<file path="config.mk">
export PLATFORM = sky130hd
export DESIGN_NAME = ds_tx_arbiter_flat
export DESIGN_NICKNAME = d
export VERILOG_FILES = /design/src/rtl/ds_tx_arbiter_if.sv /design/src/rtl/ds_tx_arbiter.sv /design/src/flat_wrapper.sv
export SDC_FILE = /design/constraint.sdc
export NUM_CORES = 1
export LEC_CHECK = 0
export CAP_MARGIN = 40
export CORE_AREA = 2 2 520 522
export CTS_CLUSTER_SIZE = 30
export DETAILED_ROUTE_END_ITERATION = 7
export DIE_AREA = 0 0 522 524
export MAX_ROUTING_LAYER = met4
export PLACE_DENSITY = 0.3
export SETUP_SLACK_MARGIN = 0.4
export SKIP_LAST_GASP = 1
export SLEW_MARGIN = 30
export SYNTH_ARGS = -nofsm -noshare
export SYNTH_HDL_FRONTEND = slang
export SYNTH_SLANG_ARGS = --single-unit
</file>
<file path="constraint.sdc">
create_clock -name clk -period 2.1 [get_ports clk]
set_input_delay 0.42 -clock clk [delete_from_list [all_inputs] [get_ports clk]]
set_output_delay 0.42 -clock clk [all_outputs]
set_load 0.05 [all_outputs]
</file>
<file path="src/rtl/ds_tx_arbiter_if.sv">
// Requester and NAP tx beat bus for ds_tx_arbiter.
// slave = arbiter side, master = requesters plus NAP sink.
`ifndef ACX_NAP_HORIZONTAL_DATA_WIDTH
`define ACX_NAP_HORIZONTAL_DATA_WIDTH 256
`endif
`ifndef ACX_NAP_DS_ADDR_WIDTH
`define ACX_NAP_DS_ADDR_WIDTH 4
`endif

interface ds_tx_arbiter_if #(
  parameter int NUM_REQ    = 4,
  parameter int DATA_WIDTH = `ACX_NAP_HORIZONTAL_DATA_WIDTH,
  parameter int ADDR_WIDTH = `ACX_NAP_DS_ADDR_WIDTH
);
  logic [NUM_REQ-1:0]            req_valid;
  logic [NUM_REQ-1:0]            req_ready;
  logic [NUM_REQ*DATA_WIDTH-1:0] req_data;
  logic [NUM_REQ*ADDR_WIDTH-1:0] req_addr;
  logic [NUM_REQ-1:0]            req_sop;
  logic [NUM_REQ-1:0]            req_eop;

  logic                  nap_valid;
  logic                  nap_ready;
  logic [DATA_WIDTH-1:0] nap_data;
  logic [ADDR_WIDTH-1:0] nap_addr;
  logic                  nap_sop;
  logic                  nap_eop;

  modport slave (
    input  req_valid, req_data, req_addr,
    input  req_sop, req_eop, nap_ready,
    output req_ready, nap_valid, nap_data,
    output nap_addr, nap_sop, nap_eop
  );

  modport master (
    output req_valid, req_data, req_addr,
    output req_sop, req_eop, nap_ready,
    input  req_ready, nap_valid, nap_data,
    input  nap_addr, nap_sop, nap_eop
  );
endinterface

</file>
<file path="src/rtl/ds_tx_arbiter.sv">
// Round-robin packet-locked arbiter sharing one NAP ds tx port.
// Grant holds sop..eop; beats go through one output register.
`ifndef ACX_NAP_HORIZONTAL_DATA_WIDTH
`define ACX_NAP_HORIZONTAL_DATA_WIDTH 256
`endif
`ifndef ACX_NAP_DS_ADDR_WIDTH
`define ACX_NAP_DS_ADDR_WIDTH 4
`endif

module ds_tx_arbiter #(
  parameter int NUM_REQ    = 4,
  parameter int DATA_WIDTH = `ACX_NAP_HORIZONTAL_DATA_WIDTH,
  parameter int ADDR_WIDTH = `ACX_NAP_DS_ADDR_WIDTH,
  localparam int IW        = $clog2(NUM_REQ)
) (
  input  logic          clk,
  input  logic          reset,
  ds_tx_arbiter_if.slave bus,
  output logic [IW-1:0] grant_id,
  output logic          busy,
  output logic          err_nosop
);

  typedef enum logic {
    IDLE,
    LOCKED
  } state_e;

  state_e                state_q;
  logic [IW-1:0]         ptr_q;
  logic [IW-1:0]         ptr_d;
  logic [IW-1:0]         grant_q;
  logic                  err_q;
  logic                  vld_q;
  logic [DATA_WIDTH-1:0] data_q;
  logic [ADDR_WIDTH-1:0] addr_q;
  logic                  sop_q;
  logic                  eop_q;

  logic [NUM_REQ-1:0]    elig;
  logic                  pick_vld;
  logic [IW-1:0]         pick_idx;
  logic                  out_free;
  logic                  g_valid;
  logic                  accept;
  logic                  nosop;
  logic [NUM_REQ-1:0]    ready;

  assign elig     = bus.req_valid & bus.req_sop;
  assign out_free = !vld_q || bus.nap_ready;
  assign g_valid  = bus.req_valid[grant_q];
  assign accept   = (state_q == LOCKED)
                 && g_valid && out_free;
  assign nosop    = |(bus.req_valid & ~bus.req_sop);
  assign ptr_d    = (grant_q == IW'(NUM_REQ-1))
                  ? '0 : grant_q + IW'(1);

  // First eligible requester searching upward from ptr, with wrap.
  always_comb begin
    logic [IW:0] sum;
    pick_vld = 1'b0;
    pick_idx = '0;
    sum      = '0;
    for (int k = 0; k < NUM_REQ; k++) begin
      sum = {1'b0, ptr_q} + (IW+1)'(k);
      if (sum >= (IW+1)'(NUM_REQ))
        sum = sum - (IW+1)'(NUM_REQ);
      if (!pick_vld && elig[sum[IW-1:0]]) begin
        pick_vld = 1'b1;
        pick_idx = sum[IW-1:0];
      end
    end
  end

  always_comb begin
    ready = '0;
    if (state_q == LOCKED)
      ready[grant_q] = out_free;
  end

  always_ff @(posedge clk) begin
    if (reset) begin
      state_q <= IDLE;
      ptr_q   <= '0;
      grant_q <= '0;
      err_q   <= 1'b0;
      vld_q   <= 1'b0;
      data_q  <= '0;
      addr_q  <= '0;
      sop_q   <= 1'b0;
      eop_q   <= 1'b0;
    end else begin
      if (accept) begin
        vld_q  <= 1'b1;
        data_q <= bus.req_data[
                    int'(grant_q)*DATA_WIDTH +: DATA_WIDTH];
        addr_q <= bus.req_addr[
                    int'(grant_q)*ADDR_WIDTH +: ADDR_WIDTH];
        sop_q  <= bus.req_sop[grant_q];
        eop_q  <= bus.req_eop[grant_q];
      end else if (bus.nap_ready) begin
        vld_q  <= 1'b0;
      end
      unique case (state_q)
        IDLE: begin
          if (nosop)
            err_q <= 1'b1;
          if (pick_vld) begin
            grant_q <= pick_idx;
            state_q <= LOCKED;
          end
        end
        LOCKED: begin
          if (accept && bus.req_eop[grant_q]) begin
            state_q <= IDLE;
            ptr_q   <= ptr_d;
          end
        end
        default: state_q <= IDLE;
      endcase
    end
  end

  assign bus.req_ready = ready;
  assign bus.nap_valid = vld_q;
  assign bus.nap_data  = data_q;
  assign bus.nap_addr  = addr_q;
  assign bus.nap_sop   = sop_q;
  assign bus.nap_eop   = eop_q;
  assign grant_id      = grant_q;
  assign busy          = (state_q == LOCKED);
  assign err_nosop     = err_q;

endmodule

</file>
<file path="src/flat_wrapper.sv">
// flat-port wrapper written by rule: the top's interface ports become plain ports
module ds_tx_arbiter_flat 
#(
  parameter int NUM_REQ    = 4,
  parameter int DATA_WIDTH = `ACX_NAP_HORIZONTAL_DATA_WIDTH,
  parameter int ADDR_WIDTH = `ACX_NAP_DS_ADDR_WIDTH,
  localparam int IW        = $clog2(NUM_REQ)
)
  (clk, reset, grant_id, busy, err_nosop, bus_req_valid, bus_req_data, bus_req_addr, bus_req_sop, bus_req_eop, bus_nap_ready, bus_req_ready, bus_nap_valid, bus_nap_data, bus_nap_addr, bus_nap_sop, bus_nap_eop);
  ds_tx_arbiter_if #(.NUM_REQ(NUM_REQ), .DATA_WIDTH(DATA_WIDTH), .ADDR_WIDTH(ADDR_WIDTH)) bus_i ();
  input  logic clk;
  input  logic reset;
  output logic [IW-1:0] grant_id;
  output logic busy;
  output logic err_nosop;
  input wire logic [$bits(bus_i.req_valid)-1:0] bus_req_valid;
  input wire logic [$bits(bus_i.req_data)-1:0] bus_req_data;
  input wire logic [$bits(bus_i.req_addr)-1:0] bus_req_addr;
  input wire logic [$bits(bus_i.req_sop)-1:0] bus_req_sop;
  input wire logic [$bits(bus_i.req_eop)-1:0] bus_req_eop;
  input wire logic [$bits(bus_i.nap_ready)-1:0] bus_nap_ready;
  output wire logic [$bits(bus_i.req_ready)-1:0] bus_req_ready;
  output wire logic [$bits(bus_i.nap_valid)-1:0] bus_nap_valid;
  output wire logic [$bits(bus_i.nap_data)-1:0] bus_nap_data;
  output wire logic [$bits(bus_i.nap_addr)-1:0] bus_nap_addr;
  output wire logic [$bits(bus_i.nap_sop)-1:0] bus_nap_sop;
  output wire logic [$bits(bus_i.nap_eop)-1:0] bus_nap_eop;
  assign bus_i.req_valid = bus_req_valid;
  assign bus_i.req_data = bus_req_data;
  assign bus_i.req_addr = bus_req_addr;
  assign bus_i.req_sop = bus_req_sop;
  assign bus_i.req_eop = bus_req_eop;
  assign bus_i.nap_ready = bus_nap_ready;
  assign bus_req_ready = bus_i.req_ready;
  assign bus_nap_valid = bus_i.nap_valid;
  assign bus_nap_data = bus_i.nap_data;
  assign bus_nap_addr = bus_i.nap_addr;
  assign bus_nap_sop = bus_i.nap_sop;
  assign bus_nap_eop = bus_i.nap_eop;
  ds_tx_arbiter #(.NUM_REQ(NUM_REQ), .DATA_WIDTH(DATA_WIDTH), .ADDR_WIDTH(ADDR_WIDTH)) u_core (.clk(clk), .reset(reset), .bus(bus_i), .grant_id(grant_id), .busy(busy), .err_nosop(err_nosop));
endmodule
</file>
* Yosys cells after proc, flatten, opt, wreduce, memory -nomap -nowiden
Index checks and enable logic that the tools add are counted.
Widths: inputs -> output; s select.
** Storage, ports and cells
- Output and inout port bits :: 271
- Input port bits :: 1055
- Bits in registers :: 269
- Logic and storage cells :: 87
** Cells by class
- Order comparisons :: 10
- Reduce and logical (&&, ||, !) cells :: 17
- Equal/unequal tests :: 1
- Shift-type cells :: 2
- Muxes and demuxes :: 35
- Bitwise operators :: 5
- Add/subtract/negate cells :: 8
** Operator list (count)
- $shiftx 1024x11->256 :: 1
- $mux 2 :: 9
- $mux 1 :: 16
- $shiftx 16x5->4 :: 1
- $lt 2x3->1 const B :: 5
- $bmux 1 s2 :: 7
- $and 4x4->4 :: 3
- $ge 3x3->1 const B :: 3
- $sub 2x1->2 const B :: 4
- $logic_and 1x1->1 :: 7
- $add 2x2->3 const B :: 2
- $reduce_and 2->1 :: 3
- $logic_not 1->1 :: 4
- $mux 4 :: 1
- $not 4->4 :: 1
- $reduce_or 4->1 :: 1
- $add 2x1->3 const B :: 1
- $ge 2x3->1 const B :: 1
- $add 2x1->2 const B :: 1
- $demux 1 s2 :: 1
- $eq 2x2->1 const B :: 1
- $ge 2x1->1 const B :: 1
- $pmux 1 s2 :: 1
- $reduce_bool 2->1 :: 1
- other kinds (2) :: 2

* Longest topological paths before layout
Gate-level depths: netlist of run 1.
- Depth in word-level cells :: 16
- Mapped depth :: 8

* Least setup slack after synthesis of run 1
Ideal clock, no wire load.
- Path type :: flip-flop to output port
- Start :: reg u_core.grant_q[0] (netlist: u_core.grant_id[0])
- End :: out bus_req_ready[2]
- Arrival time :: 2122 ps
- Setup slack :: -442 ps
- Required time :: 1680 ps
- Path buffers :: 4
- Stages on the path, launching flop included :: 8
- Cells stage by stage :: dfxtp_1 -> buf_2 -> buf_2 -> buf_4 -> buf_2 -> inv_1 -> ha_1 -> and3_1
** Between the ends
- Longest elaborated chain between the ends :: 6
** Ends and longest elaborated chain
- start: declaration :: line ds_tx_arbiter.sv:32 : logic [IW-1:0] grant_q;
- start signal: assignment :: line ds_tx_arbiter.sv:109 : grant_q <= pick_idx;
- $lt 2x3->1 (implied by the code) / $ge 2x1->1 (equally long branches) :: line ds_tx_arbiter.sv:78 : ready[grant_q] = out_free;
- $logic_and 1x1->1 (implied by the code) :: line ds_tx_arbiter.sv:78
- $mux 1 (implied by the code) :: line ds_tx_arbiter.sv:78
- $demux 1 s2 (*)
- $and 4x4->4 (no source line) (*)
- $mux 4 (*) :: line ds_tx_arbiter.sv:77 : if (state_q == LOCKED)
- end: declaration :: line flat_wrapper.sv:22 : output wire logic [$bits(bus_i.req_ready)-1:0] bus_req_ready;
Every way passes the cells marked *; elsewhere a longest branch is shown, timed or not.

* Final worst setup path of run 1
- Start :: reg u_core.grant_q[0] (netlist: u_core.grant_id[0])
- End :: reg u_core.data_q[155] (netlist: u_core.bus.nap_data[155])
** Between the ends
- Longest elaborated chain between the ends :: 4
** Ends and longest elaborated chain
- parallel branches: the longest is 4 deep, another holds $shiftx 1024x11->256
- end signal: assignment :: line ds_tx_arbiter.sv:95 : data_q <= bus.req_data[
- end: declaration :: line ds_tx_arbiter.sv:35 : logic [DATA_WIDTH-1:0] data_q;
Several ways; the timed one is not identified. The select of a mux whose other input is x is not followed.
A chain may end at the register's enable or synchronous reset.

==> flow_summary.json, run 1 <==
{
  "status": "finished with violations",
  "violations": "negative setup slack",
  "ioPinCount": 1326,
  "dieArea_mm2": 0.274,
  "hold_buffers": 0,
  "multi_input_area_mm2": 0.0102,
  "routed_wirelength_mm": 223,
  "drt_iter0_drc": 1262,
  "num_vias": 20700,
  "drc_errors": 0,
  "hold_path.class": "in2reg",
  "worst_slack_ps": -29.6,
  "drive_above_1_share": 0.324,
  "synth_area_leaders": "mux4_2 37%, dfxtp_1 34%, nand2_1 12%",
  "p_per_area_mw_per_mm2": 605,
  "core-area_mm2": 0.267,
  "yosysTopAreaCell": "mux4_2",
  "cts_buffers": 44,
  "min_path_cells": 2,
  "initial_core_util": 0.0594,
  "routabilityCongestion": 0.943,
  "synth-seq-area-share": 0.339,
  "first_global_vias": 20400,
  "critical_path_required_ps": 2660,
  "dp_slack_ps": -315,
  "grt.total_usage": 0.156,
  "fin_area_mm2": 0.0375,
  "cts_buffer_depth": 3,
  "via_per_inst": 3.12,
  "die_x_um": 522,
  "met2_length_mm": 98.7,
  "wl_met3_mm": 27.6,
  "power.internal_w": 0.0146,
  "power.leakage_nw": 12.5,
  "fillerInstances": 30300,
  "antenna_found_initial": 279,
  "relSlewSlack": 0.619,
  "cap_violations": 0,
  "grt_max_degree": 62,
  "cts-htree-levels": 2,
  "hold_viol": 0,
  "synthArstFlopShare": 0,
  "skew_ps": 16.8,
  "synth-edff-count": 0,
  "rows": 190,
  "drv_slew": 0,
  "grt_pass1_wl_mm": 259,
  "path_max_fanout": 8,
  "die_h_um": 524,
  "synth_area_mm2": 0.0159,
  "cts_tree": "done",
  "dpl_cell_area_mm2": 0.0337,
  "comb_power_share": 0.398,
  "synth_cells": 1512,
  "finalCoreUtilization": 0.140,
  "cp-start-kind": "register",
  "postRouteAntennaNets": 0,
  "dpl.hpwl_mm": 191,
  "ys_types": 32,
  "routed.top_layer": "met4",
  "dp.cells": 6358,
  "setup_viol": 42,
  "crit_path_end_kind": "register",
  "synth_seq_cells": 269,
  "finalCritPeriodShare": 1.01,
  "fin_nets": 3989,
  "area_delta_synth_final_pct": 136,
  "yosysMostFrequentCell": "nand2_1",
  "yosysTopAreaCellShare": 0.373,
  "syn_nets": 2571,
  "fin_cells": 6633,
  "regArea_mm2": 0.00541,
  "clock_latency_ps": 640,
  "yosysWarnings": 0,
  "power.switching_w": 0.00810,
  "synth_flop_cell": "dfxtp_1",
  "clk_pin_slew_ps": 60,
  "clock_sinks": 269,
  "synth.avg_cell_area_um2": 10.5,
  "dr.pass1.iters": 5,
  "period_needed_ps": 2130,
  "tightest_slew_ps": 572,
  "io_buffers": 1325,
  "overflow": 0,
  "synth_commonest_cells": "517 x nand2_1, 269 x dfxtp_1, 263 x mux4_2",
  "root_buffer": "clkbuf_16",
  "met1_length_mm": 91.4,
  "switching_share": 0.357,
  "critPathKind": "reg2reg",
  "power_frac_seq": 0.254,
  "fmax_mhz": 470,
  "rsz0062_at_grt": "yes",
  "fin_tns_setup_ps": -483,
  "routedWlPerCell_um": 33.6,
  "reg2reg_depth": 9,
  "ir_drop_uv": 514,
  "p_clk_frac": 0.349,
  "cp.arrival_ps": 2690
}
[worst paths after layout]
path                                             start                        to  slack (ps)
worst max register to register      u_core.grant_id[0]  u_core.bus.nap_data[155]         -30
worst min-delay path                             reset   u_core.bus.nap_data[12]         200
worst max-delay path                u_core.grant_id[0]  u_core.bus.nap_data[155]         -30
worst min register to register  u_core.bus.nap_data[8]    u_core.bus.nap_data[8]         450
[placed cells by master, fill, tap and decap left out, types with 4 or more instances in the layout]
cell type,count
a21oi_1,202
a21oi_2,65
and3_4,5
buf_12,42
buf_16,21
buf_4,319
buf_6,47
buf_8,12
bufbuf_16,4
bufinv_16,4
clkbuf_1,12
clkbuf_16,67
clkbuf_8,9
clkdlybuf4s50_1,1053
clkinv_2,6
dfxtp_1,255
dfxtp_2,12
diode_2,118
ha_4,4
mux4_2,263
nand2_1,456
nand2_2,42
nand2_4,29
nand2b_1,5
nor2_1,5
[cells by family after synthesis]
kind of cell             after synthesis  synth area share
buffers and inverters                150            0.0590
flip-flops                           269             0.339
multiplexers                         264             0.374
adder cells (fa/ha/maj)                4           0.00315
AO/OA/AOI/OAI                        278            0.0921
AND/OR/NAND/NOR                      547             0.133
[sequential cells by signal (all words and copies together) (netlist names)]
name,flops
u_core.grant_id,2
u_core.bus.nap_valid,1
u_core.err_nosop,1
u_core.bus.nap_sop,1
u_core.busy,1
u_core.ptr_q,2
u_core.bus.nap_addr,4
u_core.bus.nap_eop,1
u_core.bus.nap_data,256
[layout make-up]
cell class | instances | share of cell area
Clock buffer | 66 | 0.0345
Antenna cell | 118 | 0.00787
Timing Repair Buffer | 1520 | 0.419
Tap cell | 3552 | 0.118
Sequential cell | 269 | 0.144
Inverter | 2 | 0.000733
Clock inverter | 13 | 0.00463
Multi-Input combinational cell | 1093 | 0.270
[metal layers]
metal | track usage | vias to the layer above
li1 | - | 8611
met1 | 0.182 | 10200
met2 | 0.237 | 1478
met3 | 0.0842 | 339
met4 | 0.0240 | 0
met5 | - | -
[through the flow]
step	total power [W]	hold slack (ps)
finish	0.0227	196
global route	0.0236	164
CTS	0.0225	137
detailed placement	0.0139	446
global placement	0.0140	443
floorplan	0.00944	471
[repair_timing]
action                     in CTS  in global routing
resized for setup             776                206
setup buffers                  30                 12
setup endpoints to repair     498                348
pin swaps                       2                108
cloned                          8                 28
[power by group through the flow]
stage | Combinational [W] | Clock [W] | Sequential [W]
final | 0.00902 | 0.00792 | 0.00576
after global routing | 0.00940 | 0.00838 | 0.00580
after CTS | 0.00848 | 0.00833 | 0.00574
after detailed placement | 0.00812 | 0 | 0.00583
after global placement | 0.00814 | 0 | 0.00583
after floorplan | 0.00244 | 0 | 0.00700
[worst max-delay path: stages, from the launching register on]
cell	delay (ps)
dfxtp_4	360
buf_6	120
mux4_2	550
buf_6	150
nand3_4	100
buf_12	160
clkbuf_16	220
clkbuf_16	180
nand2_1	60
a21oi_1	130
Power figures use the tool's default switching activity.
==> inputs of run 2 (changes only) <==
--- a/config.mk
+++ b/config.mk
@@ -10,7 +10,6 @@
 export CTS_CLUSTER_SIZE = 30
 export DETAILED_ROUTE_END_ITERATION = 7
 export DIE_AREA = 0 0 522 524
-export MAX_ROUTING_LAYER = met4
 export PLACE_DENSITY = 0.3
 export SETUP_SLACK_MARGIN = 0.4
 export SKIP_LAST_GASP = 1
==> run 2 against run 1 <==
  * The flow still finishes with violations (negative setup slack)
  * Maximum frequency fell by 1.2%
  * Utilization increased by 0.15 points
  * Cell count down 0.63%
  * Critical endpoint is now u_core.bus.nap_data[82]
  * Largest power group unchanged
==> flow_summary.json, run 2 (synthesized netlist as in run 1, its figures left out) <==
{
  "ir_drop_uv": 514,
  "status": "finished with violations",
  "grt_max_degree": 62,
  "regArea_mm2": 0.00541,
  "grt.total_usage": 0.151,
  "num_vias": 21000,
  "ioPinCount": 1326,
  "p_total_w": 0.0230,
  "power_frac_seq": 0.250,
  "p_per_area_mw_per_mm2": 607,
  "rows": 190,
  "initial_core_util": 0.0594,
  "cts_tree": "done",
  "path_max_fanout": 16,
  "grt_pass1_wl_mm": 260,
  "postRouteAntennaNets": 0,
  "critPathSlowestCell": "mux4_2",
  "multi_input_area_mm2": 0.0102,
  "fmax_mhz": 464,
  "drt_iter0_drc": 1263,
  "critPathKind": "reg2reg",
  "skew_ps": 17.0,
  "critical_path.most_common_cell": "buf_16",
  "hold_buffers": 0,
  "dpl.hpwl_mm": 191,
  "dieArea_mm2": 0.274,
  "power.internal_w": 0.0148,
  "violations": "negative setup slack",
  "drive_above_1_share": 0.334,
  "finalCritPeriodShare": 1.03,
  "via_per_inst": 3.18,
  "root_buffer": "clkbuf_16",
  "rsz0062_at_grt": "yes",
  "clk_pin_slew_ps": 60,
  "switching_share": 0.358,
  "cap_violations": 0,
  "core-area_mm2": 0.267,
  "comb_power_share": 0.405,
  "fillerInstances": 30300,
  "cts_buffers": 44,
  "cts-htree-levels": 2,
  "cp_cell_sequence": "buf_6 > mux4_2 > and3_4 > buf_12 > buf_16 > buf_16 > nand2_1 > a21oi_2",
  "area_delta_synth_final_pct": 139,
  "dr.pass1.iters": 4,
  "critical_path_required_ps": 2620,
  "drv_slew": 0,
  "routabilityCongestion": 0.926,
  "mostFrequentLayoutCells": "1,053 x clkdlybuf4s50_1, 445 x nand2_1, 315 x buf_4",
  "relSlewSlack": 0.611,
  "hold_ws_ps": 189,
  "die_x_um": 522,
  "clock_sinks": 269,
  "period_needed_ps": 2150,
  "power.leakage_nw": 12.8,
  "cp-start-kind": "register",
  "p_clk_frac": 0.344,
  "die_h_um": 524,
  "cp.arrival_ps": 2670,
  "drc_errors": 0,
  "tightest_slew_ps": 584,
  "fin_nets": 4014,
  "routedWlPerCell_um": 34.5,
  "worst_slack_ps": -54.8,
  "setup_viol": 61,
  "hold_viol": 0,
  "crit_path_end_kind": "register",
  "hold_path.class": "in2reg",
  "power.switching_w": 0.00824,
  "overflow": 0,
  "critPathMaxStageDelay_ps": 550,
  "routed_wirelength_mm": 227,
  "clock_latency_ps": 640,
  "first_global_vias": 20300,
  "antenna_found_initial": 279,
  "io_buffers": 1325,
  "layout_commonest_cell": "clkdlybuf4s50_1",
  "cts_buffer_depth": 3,
  "largest_register_ffs": 256
}
==> run 2: changes by cell type in the layout (fill, tap and decap cells not counted), sizes merged <==
| cell | change |
|---|---|
| buf | +14 |
| clkbuf | +11 |
| diode | -67 |
==> run 2: timing repair <==
action | in CTS | in global routing
resized for setup | 776 | 242
cloned | 8 | 46
pin swaps | 2 | 104
setup buffers | 30 | 19
setup endpoints to repair | 498 | 339
==> run 2: path summary, 6_finish.rpt <==
path / start / end / slack [ps] / cells after the start
worst max register to register: u_core.grant_id[0] / u_core.bus.nap_data[82] / -50 / 8
worst min-delay path: reset / u_core.bus.nap_data[249] / 190 / 2
worst min register to register: u_core.bus.nap_data[74] / u_core.bus.nap_data[74] / 460 / 2
worst max-delay path: u_core.grant_id[0] / u_core.bus.nap_data[82] / -50 / 8
==> run 2: cell type report <==
type	instances	area share
sequential	269	0.143
clock inverter	13	0.00458
antenna	51	0.00336
tap	3552	0.117
multi-input combinational	1093	0.269
timing repair buffer	1545	0.429
inverter	2	0.000726
clock buffer	66	0.0341
==> run 2: per-layer routing <==
layer	share of wire	wire [µm]	track usage	vias up
li1	-	-	-	8539
met1	0.40	90300	0.180	10300
met2	0.44	101000	0.237	1496
met3	0.13	29700	0.0871	515
met4	0.025	5660	0.0233	158
met5	0.0046	1050	0	-
==> run 2: metrics by stage <==
stage                     worst slack (ps)  instances  TNS [ps]  utilization  instance area (µm²)
after detailed placement              -315       6358    -65830        0.126                33700
after global placement                -309       6358    -62300        0.126                33700
after floorplan                        190       1512         0            -                16000
final                                -54.8       6591      -952        0.142                37900
after CTS                            -39.2       6475      -695        0.134                35700
after global routing                  -103       6547     -8180        0.141                37800
==> run 2: worst max-delay path: cells and delay by family (launching register included) <==
family                 cells  cell delay [ps]
multiplexers               1              550
AO/OA/AOI/OAI              1               70
AND/OR/NAND/NOR            2              390
flip-flops                 1              360
buffers and inverters      4              600
==> run 2: power groups by stage <==
stage	clock network [W]	registers (W)	logic [W]
floorplan	0	0.00700	0.00244
global placement	0	0.00583	0.00814
detailed placement	0	0.00583	0.00812
CTS	0.00833	0.00574	0.00848
global route	0.00836	0.00580	0.00972
finish	0.00793	0.00576	0.00933
==> inputs of run 3 (changes only) <==
--- a/config.mk
+++ b/config.mk
@@ -5,7 +5,7 @@
 export SDC_FILE = /design/constraint.sdc
 export NUM_CORES = 1
 export LEC_CHECK = 0
-export CAP_MARGIN = 40
+export CAP_MARGIN = 20
 export CORE_AREA = 2 2 520 522
 export CTS_CLUSTER_SIZE = 30
 export DETAILED_ROUTE_END_ITERATION = 7
==> results of run 3 <==
No change in the layout: final DEF, timing and power equal those of run 2.
